**src/rtl/alu_seq_pkg.sv**
```systemverilog
// rtl/alu_seq_pkg.sv - state, opcode and field definitions shared by alu_seq
package alu_seq_pkg;

  typedef enum logic [3:0] {
    IDLE,
    SRC0_DRV,
    SRC0_LAT,
    GAP,
    SRC1_DRV,
    SRC1_LAT,
    EXEC,
    OUT_DRV,
    WB,
    DONE,
    ERR
  } state_e;

  localparam logic [3:0] OPC_ALU_MIN = 4'h8;
  localparam logic [3:0] OPC_ALU_MAX = 4'hE;
  localparam logic [3:0] OPC_ALU_IMM = 4'hF;

  // Opcode occupies the top OPC_W bits of the instruction word.
  localparam int OPC_W = 4;

  function automatic logic is_alu_opc(input logic [3:0] opc);
    return ((opc >= OPC_ALU_MIN) && (opc <= OPC_ALU_MAX)) || (opc == OPC_ALU_IMM);
  endfunction

endpackage

```
**src/rtl/alu_seq_idx_onehot.sv**
```systemverilog
// rtl/alu_seq_idx_onehot.sv - register index to MSB-first one-hot enable plus range flag
module idx_onehot #(
  parameter int NUM_REGS = 4,
  parameter int IDX_W    = 6
) (
  input  logic [IDX_W-1:0]    idx_i,
  output logic [NUM_REGS-1:0] onehot_o,
  output logic                in_range_o
);

  always_comb begin
    onehot_o   = '0;
    in_range_o = (32'(idx_i) < NUM_REGS);
    for (int i = 0; i < NUM_REGS; i++) begin
      if (32'(idx_i) == i) onehot_o[NUM_REGS-1-i] = 1'b1;
    end
  end

endmodule

```
**src/rtl/alu_seq.sv**
```systemverilog
// rtl/alu_seq.sv - ALU instruction sequencer driving register-file and ALU strobes
module alu_seq
  import alu_seq_pkg::*;
#(
  parameter int NUM_REGS = 4,
  parameter int INSTR_W  = 16,
  parameter int IDX_W    = 6,
  parameter int SETTLE   = 1
) (
  input  logic                clk,
  input  logic                rst,
  input  logic                start,
  input  logic [INSTR_W-1:0]  instruction,
  output logic                busy,
  output logic                done,
  output logic                err,
  output logic                pc_inc,
  output logic [NUM_REGS-1:0] rx_out,
  output logic [NUM_REGS-1:0] rx_in,
  output logic                alu_in0,
  output logic                alu_in1,
  output logic                alu_out_latch,
  output logic                alu_out_en,
  output logic                imm_en,
  output logic [IDX_W-1:0]    imm_val
);

  localparam int OPC_LSB = INSTR_W - OPC_W;

  state_e               state_q, state_d;
  logic [INSTR_W-1:0]   instr_q, instr_d;
  logic [3:0]           cnt_q, cnt_d;
  logic                 accept, is_imm, p1_ok, p2_ok;
  logic [IDX_W-1:0]     p1, p2;
  logic [NUM_REGS-1:0]  oh1, oh2;

  logic                 busy_d, done_d, err_d, pc_inc_d;
  logic                 alu_in0_d, alu_in1_d, alu_out_latch_d, alu_out_en_d, imm_en_d;
  logic [NUM_REGS-1:0]  rx_out_d, rx_in_d;
  logic [IDX_W-1:0]     imm_val_d;

  assign accept  = (state_q == IDLE) && start && is_alu_opc(instruction[INSTR_W-1 -: OPC_W]);
  assign instr_d = accept ? instruction : instr_q;
  assign p1      = instr_d[OPC_LSB-1 -: IDX_W];
  assign p2      = instr_d[IDX_W-1:0];
  assign is_imm  = (instr_d[INSTR_W-1 -: OPC_W] == OPC_ALU_IMM);

  // Decoders look at instr_d so the range check and the first output cycle share them.
  idx_onehot #(.NUM_REGS(NUM_REGS), .IDX_W(IDX_W)) u_p1 (
    .idx_i(p1), .onehot_o(oh1), .in_range_o(p1_ok)
  );
  idx_onehot #(.NUM_REGS(NUM_REGS), .IDX_W(IDX_W)) u_p2 (
    .idx_i(p2), .onehot_o(oh2), .in_range_o(p2_ok)
  );

  always_comb begin
    state_d = state_q;
    cnt_d   = cnt_q;
    case (state_q)
      IDLE:     if (accept) state_d = (p1_ok && (is_imm || p2_ok)) ? SRC0_DRV : ERR;
      SRC0_DRV: state_d = SRC0_LAT;
      SRC0_LAT: state_d = GAP;
      GAP:      state_d = SRC1_DRV;
      SRC1_DRV: state_d = SRC1_LAT;
      SRC1_LAT: begin
        state_d = EXEC;
        cnt_d   = 4'(SETTLE - 1);
      end
      EXEC: begin
        if (cnt_q == 4'd0) state_d = OUT_DRV;
        else               cnt_d   = cnt_q - 4'd1;
      end
      OUT_DRV:  state_d = WB;
      WB:       state_d = DONE;
      default:  state_d = IDLE;
    endcase
  end

  // Outputs are decoded from the next state so they land in flops alongside it.
  always_comb begin
    done_d          = 1'b0;
    err_d           = 1'b0;
    pc_inc_d        = 1'b0;
    rx_out_d        = '0;
    rx_in_d         = '0;
    alu_in0_d       = 1'b0;
    alu_in1_d       = 1'b0;
    alu_out_latch_d = 1'b0;
    alu_out_en_d    = 1'b0;
    imm_en_d        = 1'b0;
    case (state_d)
      SRC0_DRV: begin
        pc_inc_d = 1'b1;
        rx_out_d = oh1;
      end
      SRC0_LAT: begin
        rx_out_d  = oh1;
        alu_in0_d = 1'b1;
      end
      SRC1_DRV, SRC1_LAT: begin
        if (is_imm) imm_en_d = 1'b1;
        else        rx_out_d = oh2;
        alu_in1_d = (state_d == SRC1_LAT);
      end
      EXEC:     alu_out_latch_d = 1'b1;
      OUT_DRV:  alu_out_en_d    = 1'b1;
      WB: begin
        alu_out_en_d = 1'b1;
        rx_in_d      = oh1;
      end
      DONE:     done_d = 1'b1;
      ERR: begin
        done_d = 1'b1;
        err_d  = 1'b1;
      end
      default: ;
    endcase
    busy_d    = (state_d != IDLE);
    imm_val_d = busy_d ? p2 : '0;
  end

  always_ff @(posedge clk or posedge rst) begin
    if (rst) begin
      state_q       <= IDLE;
      instr_q       <= '0;
      cnt_q         <= '0;
      busy          <= 1'b0;
      done          <= 1'b0;
      err           <= 1'b0;
      pc_inc        <= 1'b0;
      rx_out        <= '0;
      rx_in         <= '0;
      alu_in0       <= 1'b0;
      alu_in1       <= 1'b0;
      alu_out_latch <= 1'b0;
      alu_out_en    <= 1'b0;
      imm_en        <= 1'b0;
      imm_val       <= '0;
    end else begin
      state_q       <= state_d;
      instr_q       <= instr_d;
      cnt_q         <= cnt_d;
      busy          <= busy_d;
      done          <= done_d;
      err           <= err_d;
      pc_inc        <= pc_inc_d;
      rx_out        <= rx_out_d;
      rx_in         <= rx_in_d;
      alu_in0       <= alu_in0_d;
      alu_in1       <= alu_in1_d;
      alu_out_latch <= alu_out_latch_d;
      alu_out_en    <= alu_out_en_d;
      imm_en        <= imm_en_d;
      imm_val       <= imm_val_d;
    end
  end

endmodule

```
**config.mk**
```make
export PLATFORM = sky130hd
export DESIGN_NAME = alu_seq
export DESIGN_NICKNAME = d
export VERILOG_FILES = /design/src/rtl/alu_seq_pkg.sv /design/src/rtl/alu_seq_idx_onehot.sv /design/src/rtl/alu_seq.sv
export SDC_FILE = /design/constraint.sdc
export NUM_CORES = 1
export LEC_CHECK = 0
export CORE_MARGIN = 10
export CORE_UTILIZATION = 50
export DETAILED_ROUTE_END_ITERATION = 7
export PLACE_DENSITY = 0.78
export SLEW_MARGIN = 20
export SYNTH_ARGS = -nofsm -noshare
export SYNTH_HDL_FRONTEND = slang
export SYNTH_HIERARCHICAL = 1
export SYNTH_SLANG_ARGS = --single-unit
export TNS_END_PERCENT = 5
```
**constraint.sdc**
```tcl
create_clock -name clk -period 3.15 [get_ports clk]
set_clock_uncertainty 0.1 [all_clocks]
set_input_delay 0.945 -clock clk [delete_from_list [all_inputs] [get_ports clk]]
set_output_delay 0.945 -clock clk [all_outputs]
set_load 0.01 [all_outputs]
```
==> flow_summary.yaml <==
floorplan:
  die_h_um: 84.2
  io_pins: 42
  die_area_um2: 7100
  start_util: 0.516
  rows: 23
  dieWidth_um: 84.2
  core-area_um2: 4000
clocking:
  root_buffer: "clkbuf_8"
  cts_sinks: 47
  clock_latency_ns: 0.29
  cts_tree: "built"
  cts_buffers: 5
  clk_pin_slew_ns: 0.08
  cts_max_level: 2
  clock_path_buffers: 2
grt:
  first_global_vias: 1557
  grt_pass1_wl_um: 7410
  grt_usage: 0.126
  antenna_found_initial: 0
  grt_start_max_net_pins: 26
  globalRouteOverflowTotal: 0
route:
  wirelength_um: 4320
  drc: 0
  drtAntennaViolNets: 0
  drtIter0Drc: 75
  vias_per_cell: 5.24
  post_drt_wl_per_cell_um: 15.6
  vias: 1452
  drt_pre_antenna_iters: 4
status:
  status: "finished clean"
place:
  place_area_um2: 2580
  place.port_buffers: 41
  dp_hpwl_um: 3480
  gp_congestion: 0.844
critical_path:
  cp_data_required_time_ns: 3.22
  cp_top_family: "buffers and inverters"
  path_cells: "clkdlybuf4s50_1 > nand4b_1 > buf_4 > mux2_4 > or4_4 > inv_2 > o21ai_0 > buf_4 > nand2_1 > o211ai_1"
  cpPeakStageDelay_ns: 0.54
  cp_max_fo: 5
  critical-path-slowest-cell: "or4_4"
  critical_path_arrival_ns: 3.17
  criticalPathCategory: "in2reg"
  path_common_cell: "buf_4"
  crit_path_start_kind: "input pin"
  crit_path_end_kind: "flip-flop"
  path_buf_inv: 4
sta:
  finalCriticalPeriod_ns: 3.10
  worstMarginPinSlew_ns: 0.411
  slew_viol_final: 0
  whs_ns: 0.378
  hold_violations: 0
  max_freq_ghz: 0.322
  setup_viol: 0
  relSlewSlack: 0.726
  period_share: 0.984
  rsz0062_at_grt: "yes"
synth:
  synthArstFlopShare: 1.00
  syn_area_per_cell_um2: 12.0
  ys.flop_type: "dfrtp_1"
  synthCells: 172
  synth_warnings: 6
  yosysMostFrequentCell: "dfrtp_1"
  syn_area_um2: 2060
  synth_cell_types: 41
  postSynthNetCount: 192
  synth_top_area_share: 0.570
  synth_area_leaders: "dfrtp_1 57%, mux2_4 8.0%, nand2_1 3.6%, nor2b_1 2.1%, a32o_1 1.9%"
  synth_edf_count: 0
  yosysTopAreaCell: "dfrtp_1"
  ys_seq_area_frac: 0.570
  synthTopCellsByCount: "47 x dfrtp_1, 20 x nand2_1, 11 x mux2_4"
  ys_seq_elements: 47
hold_path:
  hold_path_class: "reg2reg"
cells_and_area:
  drive_gt1_frac: 0.203
  diodes: 0
  fin_nets: 246
  post-route-cell-area_um2: 2710
  utilization: 0.677
  syn_to_final_growth_pct: 31.2
job:
  cap_violations: 0
power:
  p_per_area_nw_per_um2: 839
  vdd_drop_max_uv: 390
  p_leak_nw: 1.26
power by group:
part	leakage, nW	internal (mW)	switching [mW]
combinational	0.595	0.491	0.470
sequential	0.606	0.801	0.0822
clock	0.0581	0.236	0.189
cells by family after synthesis:
kind of cell,synth area share
AO/OA/AOI/OAI,0.0843
adder cells (fa/ha/maj),0.00606
XOR/XNOR,0.00849
buffers and inverters,0.0437
multiplexers,0.101
flip-flops,0.570
AND/OR/NAND/NOR,0.186
layer usage:
layer | track usage | vias to the layer above | share of wire
met5 | 0 | - | 0
met4 | 0.0335 | 0 | 0.010
met3 | 0.0493 | 7 | 0.072
met2 | 0.222 | 33 | 0.52
met1 | 0.137 | 718 | 0.40
li1 | - | 694 | -
worst paths after layout:
| kind | start | to | slack [ns] | cells past startpoint |
|---|---|---|---|---|
| setup / recovery | instruction[15] | state_q[3] | 0.05 | 10 |
| hold / removal | instr_q[13] | instr_q[13] | 0.38 | 2 |
| setup reg to reg | state_q[2] | state_q[3] | 0.36 | 10 |
| hold reg to reg | instr_q[13] | instr_q[13] | 0.38 | 2 |
| max in group asynchronous | rst | instr_q[2] | 1.66 | 3 |
| min in group asynchronous | rst | cnt_q[0] | 0.76 | 2 |
cell usage in the layout, fill, tap and decap left out, types with 2 or more instances in the layout:
cell type / instances
a211oi_1: 2
a21oi_1: 4
a22o_1: 2
a32o_1: 4
and2_1: 5
and3_1: 3
buf_4: 14
clkbuf_8: 5
clkdlybuf4s50_1: 41
dfrtp_1: 47
inv_1: 6
inv_2: 3
mux2_4: 11
nand2_1: 20
nand2b_1: 3
nor2_1: 7
nor2b_1: 7
nor3_1: 5
nor3b_1: 3
nor3b_2: 2
o21ai_0: 7
or4_4: 2
xnor2_1: 2
cell type report:
cell class                      count  area [µm²]
Clock inverter                      3        43.8
Multi-Input combinational cell    108         806
Sequential cell                    47        1180
Tap cell                           50        62.6
Clock buffer                        5        68.8
Timing Repair Buffer               55         515
Inverter                            9        33.8
Fill cell                         269        1290
through the flow:
stage	std cells	power [mW]	setup slack [ns]	TNS (ns)
after detailed placement	269	1.86	-0.249	-2.73
final	277	2.27	0.0490	0
after CTS	277	2.28	0.0467	0
after global routing	277	2.43	-0.0658	-0.128
after global placement	269	1.81	-0.258	-2.71
after floorplan	172	1.51	0.212	0
state kept, by name, indices dropped and copies added, names as in the netlist, 4 cells and up:
name	count
state_q	4
rx_in	4
cnt_q	4
instr_q	16
rx_out	4
imm_val	6
worst reg2reg max path, cell delays in order, from the launching register on:
cell      delay (ns)
dfrtp_1         0.48
nor3_4          0.29
nand4b_1        0.17
buf_4           0.20
mux2_4          0.31
or4_4           0.54
inv_2           0.07
o21ai_0         0.12
buf_4           0.17
nand2_1         0.11
o211ai_1        0.10
repair_timing:
item                       CTS  global route
setup buffers                0             0
setup endpoints to repair    0             7
gates resized for setup      0             2
hold endpoints to repair     0             0
hold buffers                 0             0
(Power assumes the default switching activity.)
